**src/rtl/i2c_types_pkg.sv**
```systemverilog
// Shared types for the I2C target: FSM state encoding and the ACK/NACK bus levels.
package i2c_types_pkg;

    typedef enum logic [3:0] {
        IDLE,
        ADDR,
        ADDR_ACK,
        WR_DATA,
        WR_ACK,
        RD_LOAD,
        RD_DATA,
        RD_ACK,
        IGNORE
    } i2c_slv_state_t;

    localparam logic I2C_ACK  = 1'b0;
    localparam logic I2C_NACK = 1'b1;

endpackage

```
**src/rtl/i2c_slave_responder_if.sv**
```systemverilog
// Bus lines plus the byte-level write/read handshake between the I2C target and its user logic.
interface i2c_slave_responder_if #(
    parameter int DATA_WIDTH = 8
);
    logic                  scl_i;
    logic                  sda_i;
    logic                  scl_o;
    logic                  sda_o;
    logic [DATA_WIDTH-1:0] wr_data_o;
    logic                  wr_valid_o;
    logic                  wr_ready_i;
    logic                  rd_req_o;
    logic [DATA_WIDTH-1:0] rd_data_i;
    logic                  rd_valid_i;
    logic                  busy_o;
    logic                  stop_o;
    logic                  rd_underrun_o;

    modport slave (
        input  scl_i, sda_i, wr_ready_i, rd_data_i, rd_valid_i,
        output scl_o, sda_o, wr_data_o, wr_valid_o, rd_req_o, busy_o, stop_o, rd_underrun_o
    );

    modport master (
        output scl_i, sda_i, wr_ready_i, rd_data_i, rd_valid_i,
        input  scl_o, sda_o, wr_data_o, wr_valid_o, rd_req_o, busy_o, stop_o, rd_underrun_o
    );

endinterface

```
**src/rtl/i2c_slv_sync_edge.sv**
```systemverilog
// Multi-flop synchronizer for one bus line followed by an edge-detect flop.
module i2c_slv_sync_edge #(
    parameter int SYNC_STAGES = 2
) (
    input  logic clk,
    input  logic rst_n,
    input  logic line,
    output logic level,
    output logic rise,
    output logic fall
);

    logic [SYNC_STAGES-1:0] sync_q;
    logic                   prev_q;

    // Lines idle high, so reset to 1 to avoid a spurious edge when reset releases.
    always_ff @(posedge clk or negedge rst_n) begin
        if (!rst_n) begin
            sync_q <= '1;
            prev_q <= 1'b1;
        end else begin
            sync_q <= {sync_q[SYNC_STAGES-2:0], line};
            prev_q <= sync_q[SYNC_STAGES-1];
        end
    end

    assign level = sync_q[SYNC_STAGES-1];
    assign rise  = level & ~prev_q;
    assign fall  = ~level & prev_q;

endmodule

```
**src/rtl/i2c_slave_responder.sv**
```systemverilog
// I2C target: START/STOP detect, 7-bit address match, byte write/read over valid/ready.
// Define I2C_CLK_STRETCH_EN to hold SCL low while waiting for read data instead of sending 0xFF.
module i2c_slave_responder
    import i2c_types_pkg::*;
#(
    parameter int                        I2C_ADDR_WIDTH = 7,
    parameter int                        I2C_DATA_WIDTH = 8,
    parameter logic [I2C_ADDR_WIDTH-1:0] SLAVE_ADDR     = 7'h22,
    parameter int                        SYNC_STAGES    = 2
) (
    input  logic                  clk_i,
    input  logic                  rst_i,
    i2c_slave_responder_if.slave  bus
);

`ifdef I2C_CLK_STRETCH_EN
    localparam bit STRETCH = 1'b1;
`else
    localparam bit STRETCH = 1'b0;
`endif

    localparam int         W        = I2C_DATA_WIDTH;
    localparam logic [3:0] LAST_BIT = 4'(I2C_DATA_WIDTH);

    logic scl_lvl, scl_rise, scl_fall;
    logic sda_lvl, sda_rise, sda_fall;
    logic start_det, stop_det;

    i2c_slv_state_t state;
    logic [W-1:0]   shift_reg;
    logic [3:0]     bit_cnt;
    logic           scl_q, sda_q;
    logic [W-1:0]   wr_data_q;
    logic           wr_valid_q, rd_req_q, busy_q, stop_q, underrun_q;

    i2c_slv_sync_edge #(.SYNC_STAGES(SYNC_STAGES)) u_scl_sync (
        .clk(clk_i), .rst_n(rst_i), .line(bus.scl_i),
        .level(scl_lvl), .rise(scl_rise), .fall(scl_fall)
    );

    i2c_slv_sync_edge #(.SYNC_STAGES(SYNC_STAGES)) u_sda_sync (
        .clk(clk_i), .rst_n(rst_i), .line(bus.sda_i),
        .level(sda_lvl), .rise(sda_rise), .fall(sda_fall)
    );

    // Using the post-edge SCL level means an SCL edge in the same clk is applied first.
    assign start_det = sda_fall & scl_lvl;
    assign stop_det  = sda_rise & scl_lvl;

    always_ff @(posedge clk_i or negedge rst_i) begin
        if (!rst_i) begin
            state      <= IDLE;
            shift_reg  <= '0;
            bit_cnt    <= '0;
            scl_q      <= 1'b1;
            sda_q      <= 1'b1;
            wr_data_q  <= '0;
            wr_valid_q <= 1'b0;
            rd_req_q   <= 1'b0;
            busy_q     <= 1'b0;
            stop_q     <= 1'b0;
            underrun_q <= 1'b0;
        end else begin
            // NOTE: non-blocking everywhere; the pulse defaults below are overridden later in this block.
            wr_valid_q <= 1'b0;
            rd_req_q   <= 1'b0;
            stop_q     <= 1'b0;
            underrun_q <= 1'b0;
            if (stop_det) begin
                state   <= IDLE;
                stop_q  <= busy_q;
                busy_q  <= 1'b0;
                bit_cnt <= '0;
                scl_q   <= 1'b1;
                sda_q   <= 1'b1;
            end else if (start_det) begin
                state   <= ADDR;
                busy_q  <= 1'b0;
                bit_cnt <= '0;
                scl_q   <= 1'b1;
                sda_q   <= 1'b1;
            end else begin
                case (state)
                    IDLE, IGNORE: ;
                    ADDR: begin
                        if (scl_rise) begin
                            shift_reg <= {shift_reg[W-2:0], sda_lvl};
                            bit_cnt   <= bit_cnt + 4'd1;
                        end else if (scl_fall && bit_cnt == LAST_BIT) begin
                            bit_cnt <= '0;
                            if (shift_reg[W-1 -: I2C_ADDR_WIDTH] == SLAVE_ADDR) begin
                                sda_q  <= I2C_ACK;
                                busy_q <= 1'b1;
                                state  <= ADDR_ACK;
                            end else begin
                                state <= IGNORE;
                            end
                        end
                    end
                    ADDR_ACK: begin
                        if (scl_fall) begin
                            sda_q <= 1'b1;
                            if (shift_reg[0]) begin
                                rd_req_q <= 1'b1;
                                scl_q    <= !STRETCH;
                                state    <= RD_LOAD;
                            end else begin
                                state <= WR_DATA;
                            end
                        end
                    end
                    WR_DATA: begin
                        if (scl_rise) begin
                            shift_reg <= {shift_reg[W-2:0], sda_lvl};
                            bit_cnt   <= bit_cnt + 4'd1;
                            if (bit_cnt == LAST_BIT - 4'd1) begin
                                wr_data_q  <= {shift_reg[W-2:0], sda_lvl};
                                wr_valid_q <= 1'b1;
                            end
                        end else if (scl_fall && bit_cnt == LAST_BIT) begin
                            bit_cnt <= '0;
                            sda_q   <= bus.wr_ready_i ? I2C_ACK : I2C_NACK;
                            state   <= WR_ACK;
                        end
                    end
                    WR_ACK: begin
                        // The level driven during the ACK slot records whether the byte was accepted.
                        if (scl_fall) begin
                            sda_q <= 1'b1;
                            state <= (sda_q == I2C_ACK) ? WR_DATA : IGNORE;
                        end
                    end
                    RD_LOAD: begin
                        // Without stretching, a rise here means the MSB slot has already gone out as 1.
                        if (!STRETCH && scl_rise) begin
                            bit_cnt <= 4'd1;
                        end else if (!STRETCH && scl_fall && bit_cnt != 4'd0) begin
                            shift_reg  <= '1;
                            sda_q      <= 1'b1;
                            underrun_q <= 1'b1;
                            state      <= RD_DATA;
                        end else if (bus.rd_valid_i && bit_cnt == 4'd0) begin
                            shift_reg <= bus.rd_data_i;
                            sda_q     <= bus.rd_data_i[W-1];
                            state     <= RD_DATA;
                        end
                    end
                    RD_DATA: begin
                        scl_q <= 1'b1;
                        if (scl_rise) begin
                            bit_cnt <= bit_cnt + 4'd1;
                        end else if (scl_fall) begin
                            if (bit_cnt == LAST_BIT) begin
                                bit_cnt <= '0;
                                sda_q   <= 1'b1;
                                state   <= RD_ACK;
                            end else begin
                                shift_reg <= {shift_reg[W-2:0], 1'b1};
                                sda_q     <= shift_reg[W-2];
                            end
                        end
                    end
                    RD_ACK: begin
                        if (scl_rise) begin
                            shift_reg <= {shift_reg[W-2:0], sda_lvl};
                        end else if (scl_fall) begin
                            if (shift_reg[0] == I2C_ACK) begin
                                rd_req_q <= 1'b1;
                                scl_q    <= !STRETCH;
                                bit_cnt  <= '0;
                                state    <= RD_LOAD;
                            end else begin
                                state <= IGNORE;
                            end
                        end
                    end
                    default: state <= IDLE;
                endcase
            end
        end
    end

    assign bus.scl_o         = scl_q;
    assign bus.sda_o         = sda_q;
    assign bus.wr_data_o     = wr_data_q;
    assign bus.wr_valid_o    = wr_valid_q;
    assign bus.rd_req_o      = rd_req_q;
    assign bus.busy_o        = busy_q;
    assign bus.stop_o        = stop_q;
    assign bus.rd_underrun_o = underrun_q;

endmodule
```
**src/flat_wrapper.sv**
```systemverilog
// flat-port wrapper written by rule: the top's interface ports become plain ports
module i2c_slave_responder_flat import i2c_types_pkg::*;
#(
    parameter int                        I2C_ADDR_WIDTH = 7,
    parameter int                        I2C_DATA_WIDTH = 8,
    parameter logic [I2C_ADDR_WIDTH-1:0] SLAVE_ADDR     = 7'h22,
    parameter int                        SYNC_STAGES    = 2
)
  (clk_i, rst_i, bus_scl_i, bus_sda_i, bus_wr_ready_i, bus_rd_data_i, bus_rd_valid_i, bus_scl_o, bus_sda_o, bus_wr_data_o, bus_wr_valid_o, bus_rd_req_o, bus_busy_o, bus_stop_o, bus_rd_underrun_o);
  i2c_slave_responder_if bus_i ();
  input  logic clk_i;
  input  logic rst_i;
  input wire logic [$bits(bus_i.scl_i)-1:0] bus_scl_i;
  input wire logic [$bits(bus_i.sda_i)-1:0] bus_sda_i;
  input wire logic [$bits(bus_i.wr_ready_i)-1:0] bus_wr_ready_i;
  input wire logic [$bits(bus_i.rd_data_i)-1:0] bus_rd_data_i;
  input wire logic [$bits(bus_i.rd_valid_i)-1:0] bus_rd_valid_i;
  output wire logic [$bits(bus_i.scl_o)-1:0] bus_scl_o;
  output wire logic [$bits(bus_i.sda_o)-1:0] bus_sda_o;
  output wire logic [$bits(bus_i.wr_data_o)-1:0] bus_wr_data_o;
  output wire logic [$bits(bus_i.wr_valid_o)-1:0] bus_wr_valid_o;
  output wire logic [$bits(bus_i.rd_req_o)-1:0] bus_rd_req_o;
  output wire logic [$bits(bus_i.busy_o)-1:0] bus_busy_o;
  output wire logic [$bits(bus_i.stop_o)-1:0] bus_stop_o;
  output wire logic [$bits(bus_i.rd_underrun_o)-1:0] bus_rd_underrun_o;
  assign bus_i.scl_i = bus_scl_i;
  assign bus_i.sda_i = bus_sda_i;
  assign bus_i.wr_ready_i = bus_wr_ready_i;
  assign bus_i.rd_data_i = bus_rd_data_i;
  assign bus_i.rd_valid_i = bus_rd_valid_i;
  assign bus_scl_o = bus_i.scl_o;
  assign bus_sda_o = bus_i.sda_o;
  assign bus_wr_data_o = bus_i.wr_data_o;
  assign bus_wr_valid_o = bus_i.wr_valid_o;
  assign bus_rd_req_o = bus_i.rd_req_o;
  assign bus_busy_o = bus_i.busy_o;
  assign bus_stop_o = bus_i.stop_o;
  assign bus_rd_underrun_o = bus_i.rd_underrun_o;
  i2c_slave_responder #(.I2C_ADDR_WIDTH(I2C_ADDR_WIDTH), .I2C_DATA_WIDTH(I2C_DATA_WIDTH), .SLAVE_ADDR(SLAVE_ADDR), .SYNC_STAGES(SYNC_STAGES)) u_core (.clk_i(clk_i), .rst_i(rst_i), .bus(bus_i));
endmodule
```
**config.mk**
```make
export PLATFORM = sky130hd
export DESIGN_NAME = i2c_slave_responder_flat
export DESIGN_NICKNAME = d
export VERILOG_FILES = /design/src/rtl/i2c_types_pkg.sv /design/src/rtl/i2c_slave_responder_if.sv /design/src/rtl/i2c_slv_sync_edge.sv /design/src/rtl/i2c_slave_responder.sv /design/src/flat_wrapper.sv
export SDC_FILE = /design/constraint.sdc
export NUM_CORES = 1
export LEC_CHECK = 0
export BUFFER_PORTS_ARGS = -buffer_cell sky130_fd_sc_hd__buf_2
export CORE_UTILIZATION = 45
export DETAILED_ROUTE_END_ITERATION = 12
export GPL_TIMING_DRIVEN = 0
export PLACE_DENSITY = 0.65
export REMOVE_ABC_BUFFERS = 1
export SLEW_MARGIN = 5
export SYNTH_ARGS = -nofsm -noshare
export SYNTH_HDL_FRONTEND = slang
export SYNTH_SLANG_ARGS = --single-unit
```
**constraint.sdc**
```tcl
create_clock -name clk_i -period 2.94 [get_ports clk_i]
set_input_delay 0.147 -clock clk_i [delete_from_list [all_inputs] [get_ports clk_i]]
set_output_delay 0.147 -clock clk_i [all_outputs]
set_load 0.1 [all_outputs]
```
**Yosys cells after proc, flatten, opt, wreduce, memory -nomap -nowiden**

Cells that the tools add are included.

- $add $sub $neg: 1
- Eq/ne operators: 40
- Muxes and demuxes: 90
- Bitwise operators: 12
- Reductions and logical operators: 24

Operators with widths:

| operator | number |
|---|---|
| 4-bit two-way mux | 30 |
| 8-bit two-way mux | 7 |
| 1-bit two-way mux | 46 |
| 4-bit by 1-bit != test with 1-bit output (second input constant) | 11 |
| 4-bit one-hot mux with 8 select lines | 1 |
| 8-bit one-hot mux with 3 select lines | 1 |
| 4-bit by 3-bit == test with 1-bit output (second input constant) | 5 |
| 4-bit != test (second input constant) | 5 |
| 5-bit by 1-bit != test with 1-bit output (second input constant) | 4 |
| 4-bit one-hot mux with 4 select lines | 1 |
| 14-bit AND reduction | 1 |
| 3-bit nonzero test | 4 |
| 11-bit AND reduction | 1 |
| 9-bit AND reduction | 1 |
| 4-bit by 2-bit == test with 1-bit output (second input constant) | 2 |
| 4-bit == test (second input constant) | 2 |
| 4-bit logical NOT | 2 |
| 8-bit AND reduction | 1 |
| 7-bit by 6-bit == test with 1-bit output (second input constant) | 1 |
| 7-bit nonzero test | 1 |
| 1-bit bitwise AND | 6 |
| 2-bit != test (second input constant) | 3 |
| 3-bit by 1-bit != test with 1-bit output (second input constant) | 2 |
| 1-bit NOT | 6 |
| other kinds (18) | 23 |

- Register bits after elaboration: 37
- Bits of input ports: 14
- Output and inout port bits: 15
- Logic and storage cells: 182

**Logic depth before layout (Yosys ltp)**

- Depth after elaboration: 8
- Depth in mapped cells: 8
- Depth with buffers taken out: 8

**Modules after synthesis**

From an unflattened synthesis, not the netlist that was laid out.

- Cell total of the unflattened synthesis: 199
- Area total of the unflattened synthesis: 2,068.2 um^2

By module, submodules not included:

| module | times used | cells an instance | area each (um^2) | seq. area each (um^2) |
|---|---|---|---|---|
| i2c_slave_responder | 1 | 189 | 1,880.6 | 752.0 |
| i2c_slv_sync_edge | 2 | 5 | 93.8 | 78.8 |

**Least setup slack after synthesis**

Ideal clock, no wire load.

- Path type: flip-flop to flip-flop
- From: register u_core.bit_cnt[0]
- To: register u_core.bit_cnt[0]
- Setup time: 0.125 ns
- Arrival: 1.948 ns
- Required time: 2.815 ns
- Setup slack: 0.867 ns
- Stages on the path, launching flop included: 9
- Buffers on the path: 0
- Period minus slack after synthesis: 2.073 ns
- Cell sequence: dfrtp_1 -> inv_1 -> ha_1 -> nand3b_2 -> nor2_2 -> or3_4 -> a2111oi_4 -> nor2_2 -> mux2_4

- Word-level cells in the longest chain between the ends: 5
- Elaborated cells on any way between the ends: 11
- Classes of those cells: 1 x add/sub; 3 x eq/ne; 5 x mux; 2 x reduce/logical

RTL lines:

| element | line | RTL |
|---|---|---|
| from (decl) | i2c_slave_responder.sv:31 | `logic [3:0] bit_cnt;` |
| from (signal assigned) | i2c_slave_responder.sv:88 | `bit_cnt <= bit_cnt + 4'd1;` |
| from (signal assigned) | i2c_slave_responder.sv:115 | `bit_cnt <= bit_cnt + 4'd1;` |
| from (signal assigned) | i2c_slave_responder.sv:151 | `bit_cnt <= bit_cnt + 4'd1;` |
| 4-bit by 1-bit adder with 4-bit output | i2c_slave_responder.sv:88, i2c_slave_responder.sv:115, i2c_slave_responder.sv:151 |  |
| 4-bit two-way mux, on equally long branches | i2c_slave_responder.sv:150, i2c_slave_responder.sv:86 |  |
| 4-bit one-hot mux with 4 select lines | i2c_slave_responder.sv:83 | `case (state)` |
| 4-bit two-way mux | i2c_slave_responder.sv:76 | `end else if (start_det) begin` |
| 4-bit two-way mux | i2c_slave_responder.sv:69 | `if (stop_det) begin` |

Parallel ways exist; a longest one is shown, timed or not.
A chain may end at the register's enable or synchronous reset.

**Worst setup path after layout**

- From: register u_core.state[0]
- To: register u_core.shift_reg[0]

- Word-level cells in the longest chain between the ends: 4
- Elaborated cells on any way between the ends: 15
- Classes of those cells: 11 x eq/ne; 1 x mux; 3 x reduce/logical

RTL lines:

| element | line | RTL |
|---|---|---|
| from (decl) | i2c_slave_responder.sv:29 | `i2c_slv_state_t state;` |
| from (signal assigned) | i2c_slave_responder.sv:130 | `state <= (sda_q == I2C_ACK) ? WR_DATA : IGNORE;` |
| 4-bit by 1-bit == test with 1-bit output (tied with other cells) | i2c_slave_responder.sv:83 |  |
| 3-bit OR reduction (no source line) | -- |  |
| 2-bit by 1-bit != test with 1-bit output (no source line) / 3-bit nonzero test (equally long branches) | -- |  |
| 9-bit AND reduction (no source line) | -- |  |
| to (signal assigned) | i2c_slave_responder.sv:87 | `shift_reg <= {shift_reg[W-2:0], sda_lvl};` |
| to (signal assigned) | i2c_slave_responder.sv:114 | `shift_reg <= {shift_reg[W-2:0], sda_lvl};` |
| to (signal assigned) | i2c_slave_responder.sv:143 | `shift_reg <= bus.rd_data_i;` |
| to (decl) | i2c_slave_responder.sv:30 | `logic [W-1:0] shift_reg;` |

Parallel ways exist; a longest one is shown, timed or not.

==> run metrics <==
commonest non-fill, non-tap cell in the layout dfrtp_1; sequential share of power 43.8%; filler cell count 421; Ports 29; DPL Wire Length 3097 µm; design area 2345 µm²; minimum clock period 2.517 ns; main flop type after synthesis dfrtp_1; DRT Pass-1 Iters 5; Post-synth EDFFs 0; P_sw 619.3 µW; max_cap viols 0; clock buffer depth 2; routed via count 1738; dpl cell area around 2200 µm²; Synth area leader dfrtp_1; largest net degree at the start of global routing 37; total grt overflow 0; Vias/cell approximately 5.7; initial antenna violation count 0; Final #Nets 266; Mapped Area 2054 µm²; worst-path cell chain nor4bb_1 > a21oi_1 > o21ai_1 > nor2_1 > nand3_2 > mux2_2; clk_skew 0.009470 ns; GR Util All Layers 20.91%; die width around 70 µm; Core Rows 24; CP max FO 25; Pleak around 1.1 nW; final hold slack approximately 0.13 ns; synthesis warning total 0; Hold Crit Class input pin to flop; setup_tns 0 ns; worst path arrival time approximately 2.7 ns; CTS tree done; Initial Utilization 46.86%; Max Fclk 397.4 MHz; Post-route DRC 0; synth unique cells 59; Reg clk slew, reported paths 0.08 ns; share of cells above drive strength 1 22.31%; Post-Syn Instances 225; post-route ant nets 0; worst-margin pin slew 0.7982 ns; RSZ-0062 raised after global routing false; Worst VDD drop 0.0003678 V; post-DR wirelength/cell 15.27 µm; Die Y 69.57 µm; status finished clean; # setup viols final 0; Slowest-stage cell, CP dfrtp_1; Clock Latency Late Sink 0.30 ns; worst rel slew slack 46.79%; PortBufs 27; Core ar. 4384 µm²; number of synthesized register bits 36; CTS root buf clkbuf_8; Sw Share a little under two fifths; die area 4840 µm²; Yosys top cell area share 35.32%; Finished Core Util 53.48%; clk sinks 36; most frequent cells in the layout dfrtp_1, buf_2, nand2_1; Clock power frac 26.9%; CP Capture Type flop; Synth Area per Inst 9.131 µm²; Cell Count Post-Placement 292; Combinational Power Share 29.2%; area grow syn2layout 14.13%; Total Power around 1.6 mW; Setup CP Type flop to flop; post-route setup slack between 0.4 and 0.5 ns; fin crit share 85.60%; PwrDens 702.8 nW/µm²; post-route insts no fill roughly 300; post-synthesis sequential area ratio 44.28%; Post-synth ARST share 100.0%; vias in the first global route 1612; first-pass GRT wire length 7948 µm; # diodes 0; Largest stage delay, worst path 0.65 ns; Required @ worst endpoint between 3 and 4 ns; H-tree Lvls 2; routability cong. 0.9186; Worst Setup Start Kind flop; setup bufs post-CTS 0; Hold Vio Cnt, Final 0; Max Slew Vio Count 0; P_int 1.029 mW; CTS buffer count 5; 1st-iter DRT viols 110; final WL 4628 µm; dpl ws roughly 0.52 ns; top area cells in the synthesized netlist dfrtp_1, dfstp_2, o21ai_0
==> synthesized netlist by cell type (2+ instances only) <==
cell type	n
clkbuf_1	7
buf_1	2
nor2b_1	3
o21ai_0	19
nor2_2	2
o2111ai_1	2
nor4bb_1	2
a21oi_1	13
mux2i_1	7
dfrtp_1	29
nor4_1	3
mux2_2	3
nand3_1	2
and2_1	3
ha_1	2
a211o_1	2
nand2_1	24
and3_1	2
o22ai_1	6
inv_1	15
nor2_1	23
o211ai_1	3
nor3_1	5
dfstp_2	7
a31oi_1	3
o41ai_1	2
a22oi_1	2
==> kinds of logic after synthesis <==
group,count (synthesis),share of synthesized area [%]
compound gates,64,20.77
mux,12,6.334
other cells,1,0.1825
buf+inv,27,5.237
fa+ha+maj,2,1.218
xor+xnor,1,0.4264
simple gates,82,21.56
flops,36,44.28
==> final cells by class <==
class,count,area (µm²),share of cell area (%)
inverter,15,56.30,2.401
timing repair buffer,30,165.2,7.044
tap,52,65.06,2.775
sequential,36,909.6,38.79
clock inverter,3,42.54,1.814
clock buffer,5,68.82,2.935
multi-input combinational,162,1037,44.24
==> power groups by stage <==
stage               Sequential, mW  Combinational (mW)  Clock [mW]
floorplan                    0.706               0.363           0
global placement             0.727               0.470           0
detailed placement           0.729               0.477           0
CTS                          0.719               0.482       0.447
global route                 0.740               0.540       0.465
finish                       0.722               0.482       0.444
==> path summary, 6_finish.rpt <==
path                                                             from                                    end  slack [ns]  cells past startpoint
worst min-delay path                                 bus_rd_data_i[3]        u_core.shift_reg[3]$_DFFE_PN0P_        0.13                      3
max in group asynchronous                                       rst_i          u_core.bit_cnt[1]$_DFFE_PN0P_        1.96                      2
min in group asynchronous                                       rst_i            u_core.state[3]$_DFFE_PN0P_        0.46                      2
worst max-delay path                      u_core.state[0]$_DFFE_PN0P_        u_core.shift_reg[0]$_DFFE_PN0P_        0.42                      6
worst min register to register  u_core.u_sda_sync.sync_q[0]$_DFF_PN1_  u_core.u_sda_sync.sync_q[1]$_DFF_PN1_        0.36                      0
worst max register to register            u_core.state[0]$_DFFE_PN0P_        u_core.shift_reg[0]$_DFFE_PN0P_        0.42                      6
==> routing by layer <==
metal	part of all wire (%)	vias to the layer above	GRT usage (%)	wire length, µm
li1	-	859	-	-
met1	48	826	29.11	2232
met2	46	47	32.47	2123
met3	4.5	6	4.506	208
met4	1.4	0	6.803	64
met5	0	-	0	0
==> repair_timing <==
item	4_1_cts	5_1_grt
gates resized for setup	0	0
hold endpoints to repair	31	0
hold buffers	3	0
==> critical path: cells and delay by family (launching register included) <==
family	cells	cell delay (ns)
mux	1	0.37
simple gates	3	0.97
compound gates	2	0.41
flops	1	0.65
No activity file was read; power rests on OpenSTA's default activity.
